$ cat src/rtl/booth_product_accumulator.sv
// booth_product_accumulator: frame-based signed sum of Booth products with overflow detection.
// Define BOOTH_ACC_SATURATE_EN to clamp on overflow instead of wrapping.
module booth_product_accumulator #(
    parameter int ACC_W = 13
) (
    input  logic                    i_clk,
    input  logic                    i_rst,
    input  logic                    i_start,
    input  logic [3:0]              i_count,
    input  logic                    i_clear,
    input  logic                    i_prod_valid,
    input  logic signed [8:0]       i_product,
    output logic                    o_prod_ready,
    output logic                    o_acc_valid,
    output logic signed [ACC_W-1:0] o_acc_out,
    input  logic                    i_acc_ready,
    output logic                    o_overflow,
    output logic                    o_busy
);
    typedef enum logic [2:0] {IDLE = 3'b001, ACCUM = 3'b010, DONE = 3'b100} state_t;
    state_t                  r_state, w_state_nxt;
    logic signed [ACC_W-1:0] r_acc, w_acc_nxt, w_add_res;
    logic [4:0]              r_rem, w_rem_nxt;
    logic                    r_ovf, w_ovf_nxt;
    logic [ACC_W:0]          w_sum;
    logic                    w_add_ovf, w_xfer;
    // One guard bit holds the exact sum; guard and sign disagree exactly on overflow.
    assign w_sum     = {r_acc[ACC_W-1], r_acc} + {{(ACC_W-8){i_product[8]}}, i_product};
    assign w_add_ovf = w_sum[ACC_W] ^ w_sum[ACC_W-1];
`ifdef BOOTH_ACC_SATURATE_EN
    assign w_add_res = !w_add_ovf ? w_sum[ACC_W-1:0] :
                       w_sum[ACC_W] ? {1'b1, {(ACC_W-1){1'b0}}} : {1'b0, {(ACC_W-1){1'b1}}};
`else
    assign w_add_res = w_sum[ACC_W-1:0];
`endif
    assign o_prod_ready = (r_state == ACCUM);
    assign o_acc_valid  = (r_state == DONE);
    assign o_busy       = (r_state != IDLE);
    assign o_acc_out    = r_acc;
    assign o_overflow   = r_ovf;
    assign w_xfer       = i_prod_valid & o_prod_ready;
    always_comb begin
        w_state_nxt = r_state;
        w_acc_nxt   = r_acc;
        w_rem_nxt   = r_rem;
        w_ovf_nxt   = r_ovf;
        if (i_clear) begin
            w_state_nxt = IDLE;
            w_acc_nxt   = '0;
            w_rem_nxt   = '0;
            w_ovf_nxt   = 1'b0;
        end else begin
            case (r_state)
                IDLE: if (i_start) begin
                    w_state_nxt = ACCUM;
                    w_acc_nxt   = '0;
                    w_rem_nxt   = (i_count == 4'd0) ? 5'd16 : {1'b0, i_count};
                    w_ovf_nxt   = 1'b0;
                end
                ACCUM: if (w_xfer) begin
                    w_acc_nxt   = w_add_res;
                    w_ovf_nxt   = r_ovf | w_add_ovf;
                    w_rem_nxt   = r_rem - 5'd1;
                    w_state_nxt = (r_rem == 5'd1) ? DONE : ACCUM;
                end
                DONE: w_state_nxt = i_acc_ready ? IDLE : DONE;
                default: w_state_nxt = IDLE;
            endcase
        end
    end
    always_ff @(posedge i_clk or negedge i_rst) begin
        if (!i_rst) begin
            r_state <= IDLE;
            r_acc   <= '0;
            r_rem   <= '0;
            r_ovf   <= 1'b0;
        end else begin
            r_state <= w_state_nxt;
            r_acc   <= w_acc_nxt;
            r_rem   <= w_rem_nxt;
            r_ovf   <= w_ovf_nxt;
        end
    end
endmodule

$ cat config.mk
export PLATFORM = sky130hd
export DESIGN_NAME = booth_product_accumulator
export DESIGN_NICKNAME = d
export VERILOG_FILES = /design/src/rtl/booth_product_accumulator.sv
export SDC_FILE = /design/constraint.sdc
export NUM_CORES = 1
export LEC_CHECK = 0
export BUFFER_PORTS_ARGS = -buffer_cell sky130_fd_sc_hd__buf_2
export CAP_MARGIN = 0
export CORE_UTILIZATION = 56
export CTS_BUF_LIST = sky130_fd_sc_hd__clkbuf_4
export DETAILED_ROUTE_END_ITERATION = 7
export PLACE_DENSITY = 0.92
export SLEW_MARGIN = 15
export SYNTH_ARGS = -nofsm -noshare
export SYNTH_HDL_FRONTEND = slang
export SYNTH_SLANG_ARGS = --single-unit
$ cat constraint.sdc
create_clock -name i_clk -period 2.37 [get_ports i_clk]
set_input_delay 0.474 -clock i_clk [delete_from_list [all_inputs] [get_ports i_clk]]
set_output_delay 0.474 -clock i_clk [all_outputs]
set_load 0.005 [all_outputs]
==> impl_results.md <==
* Max Clock Freq at 451.1 MHz
* IO Port Bufs at 35
* Filler instances at 222
* Hold_buf cts at 0
* DR DRC count at 0
* # placed instances at about 260
* Row count at 19
* Syn_area_per_cell at 8.570 um2
* RSZ-0062 raised after global routing: false
* Seq cells post-synth at 22
* Clock slew at reported path FFs at 0.14 ns
* Post-synth EDFFs at 0
* Simple-gate share of the synthesized area at between 20% and 30%
* CTS tree: done
* Die ar. at 3175 um2
* Final Core Density at 70.85%
* VDD IR max at 0.0004165 V
* Initial DRC count at 46
* Ys async rst share at 100.0%
* Area delta synth->final at 19.14%
* Post-Synth XOR/XNOR Area at around 5.3%
* Non-filler cells, final at 264
* Nets at 269
* CP startpoint kind: flop
* Fin crit share at 93.53%
* Top FF cell, synth: dfrtp_1
* GRT Total Usage at 25.26%
* CP required at 2.58 ns
* Leakage at 0.9664 nW
* Number of global-route vias before repair at 1524
* Die height at 56.35 um
* Endpoints failing hold at 0
* Clk buf depth at 2
* Antenna Cells at 0
* Pwr/cell area at 435.8 nW/um2
* Wire per inst at 14.39 um
* Antenna violations before repair at 0
* Root Driver: clkbuf_4
* Cells after synthesis at between 150 and 200
* Num CTS Buffers at 3
* Num ports at 36
* Final max-slew violation count at 0
* Post-DP HPWL at roughly 2.8 mm
* Placer Congestion at 0.8457
* Largest net degree at the start of global routing at 23
* Critical Path Fanout Max at 3
* Clk Latency, worst-skew pair at 0.33 ns
* Max Cap Viol at 0
* Layout cells sized above 1 at about a quarter
* HP Class: primary input to async pin
* # clock sinks at 22
* Final worst path period need at 2.217 ns
* Hold WS at ~0.08 ns
* Antenna-violating nets left at 0
* Max H-tree Level at 1
* Total core area at roughly 2800 um2
* Setup-failing EPs final at 0
* Syn Nets at 228
* Seq/Total Area, Yosys at 33.36%
* Synthesized area at 1654 um2
* Worst-margin pin slew at 0.4942 ns
* CP endpoint kind: flop
* First-pass GRT wire length at 6.410 mm
* Compound-Gate Fraction of Synth Area at roughly 25%
* First-pass DRT Iterations at 4
* Vias at 1600
* Unique masters post-synth at 42
* Adder-Cell Fraction of Synth Area at 12.56%
* DR vias/cell at 6.061
* DIE WIDTH at 56.35 um
* Ys Warns at 0
* Multiplexer share of the synthesized area at 0%
* Status: finished, final reports clean
* DRT Wirelength at 3.798 mm
* Critical path class: flop to flop
* Gr ovfl total at 0
* WP data arrival at 2.42 ns
* Largest family of logic cells by synthesized area: compound AO/OA/AOI/OAI gates
* Clk_skew at 0.01951 ns
* Slew HR at approximately 67%
* Starting density of the core at 59.47%
critical path, stage by stage, from the launching register on:
cell and delay [ns]:
dfrtp_1 0.40, ha_2 0.22, inv_1 0.06, fa_1 0.40, nand2b_4 0.17, a211oi_4 0.26
o311ai_2 0.14, a21oi_2 0.23, xnor2_1 0.14, o21ai_1 0.07
flip-flops by register name (all words and copies together), names as in the netlist:
signal,count
o_acc_out,13
o_overflow,1
r_rem,5
r_state,3
area by class of cell:
type,instances,area (um2),share of cell area (%)
clock buffer,3,22.52,1.143
tap,31,38.79,1.968
multi-input combinational,160,1085,55.05
clock inverter,1,30.03,1.524
inverter,6,22.52,1.143
sequential,22,551.8,28.00
timing repair buffer,41,220.2,11.17
per-layer routing:
metal | up-vias | share of wire, % | global-route usage [%]
met5 | - | 0 | 0
met4 | 0 | 1.7 | 9.059
met3 | 8 | 4.9 | 5.530
met2 | 46 | 48 | 42.86
met1 | 759 | 45 | 31.60
li1 | 787 | - | -
power by group:
| group | internal [mW] | switching [mW] | total [mW] |
|---|---|---|---|
| Clock | 0.171 | 0.127 | 0.298 |
| Combinational | 0.0676 | 0.0933 | 0.161 |
| Sequential | 0.387 | 0.0125 | 0.399 |
final timing paths:
path	startpoint	end	slack, ns	depth (start not counted)
worst min-delay path	i_rst	o_acc_out[1]	0.08	1
worst max-delay path	o_acc_out[0]	o_overflow	0.15	9
worst max register to register	o_acc_out[0]	o_overflow	0.15	9
min in group i_clk	i_acc_ready	r_state[0]	0.40	3
max in group asynchronous	i_rst	o_acc_out[8]	1.93	1
worst min register to register	o_acc_out[3]	o_acc_out[3]	0.52	2
logic make-up (layout without fill, tap and decap cells):
| logic type | Yosys count | in the layout |
|---|---|---|
| AO/OA/AOI/OAI | 63 | 63 |
| XOR/XNOR | 10 | 10 |
| adder cells (fa/ha/maj) | 16 | 16 |
| buffers and inverters | 11 | 51 |
| flip-flops | 22 | 22 |
| AND/OR/NAND/NOR | 71 | 71 |
cells in the mapped netlist, types with 3 or more instances:
| cell | n | area share [%] |
|---|---|---|
| a211oi_1 | 5 | 2.3 |
| a21o_1 | 4 | 1.8 |
| a21oi_1 | 12 | 3.6 |
| a22oi_1 | 3 | 1.4 |
| clkbuf_1 | 4 | 0.91 |
| dfrtp_1 | 21 | 32 |
| ha_1 | 15 | 11 |
| inv_1 | 5 | 1.1 |
| nand2_1 | 19 | 4.3 |
| nand2b_1 | 6 | 2.3 |
| nand3_1 | 5 | 1.5 |
| nand3b_1 | 4 | 1.8 |
| nor2_1 | 21 | 4.8 |
| nor3_1 | 8 | 2.4 |
| o21ai_0 | 12 | 3.6 |
| o21ai_1 | 12 | 3.6 |
| xnor2_1 | 6 | 3.2 |
| xor2_1 | 4 | 2.1 |
cells in the final DEF, fill, tap and decap left out, types with 2 or more instances in the layout:
master,netlist,final
o21bai_1,2,2
dfrtp_1,21,21
inv_1,5,5
a21o_1,4,4
buf_2,1,35
nor3b_1,2,2
nand3_1,5,5
a22oi_1,3,3
o21ai_0,12,12
nor3_1,8,8
xnor2_1,6,6
clkbuf_4,0,3
a211oi_1,5,5
xor2_1,4,4
a21oi_1,12,12
buf_4,0,6
nand2_1,19,19
ha_1,15,14
nand2b_1,6,5
nand3b_1,4,4
o21ai_1,12,12
nor2_1,21,21
timing repair:
| action | 4_1_cts | 5_1_grt |
|---|---|---|
| hold endpoints to repair | 0 | 0 |
| endpoints found under the setup margin | 0 | 2 |
| gates resized for setup | 0 | 4 |
| setup buffers | 0 | 1 |
metrics by stage:
stage	instance area [um2]	setup WS (ns)	TNS (ns)	power (mW)
after floorplan	1654	0.2376	0	0.5057
after global placement	1886	0.1092	0	0.5583
after detailed placement	1886	-0.01831	-0.01831	0.5634
after CTS	1938	0.1301	0	0.8615
after global routing	1971	0.001520	0	0.9005
final	1971	0.1533	0	0.8587
No activity file was read; power rests on OpenSTA's default activity.
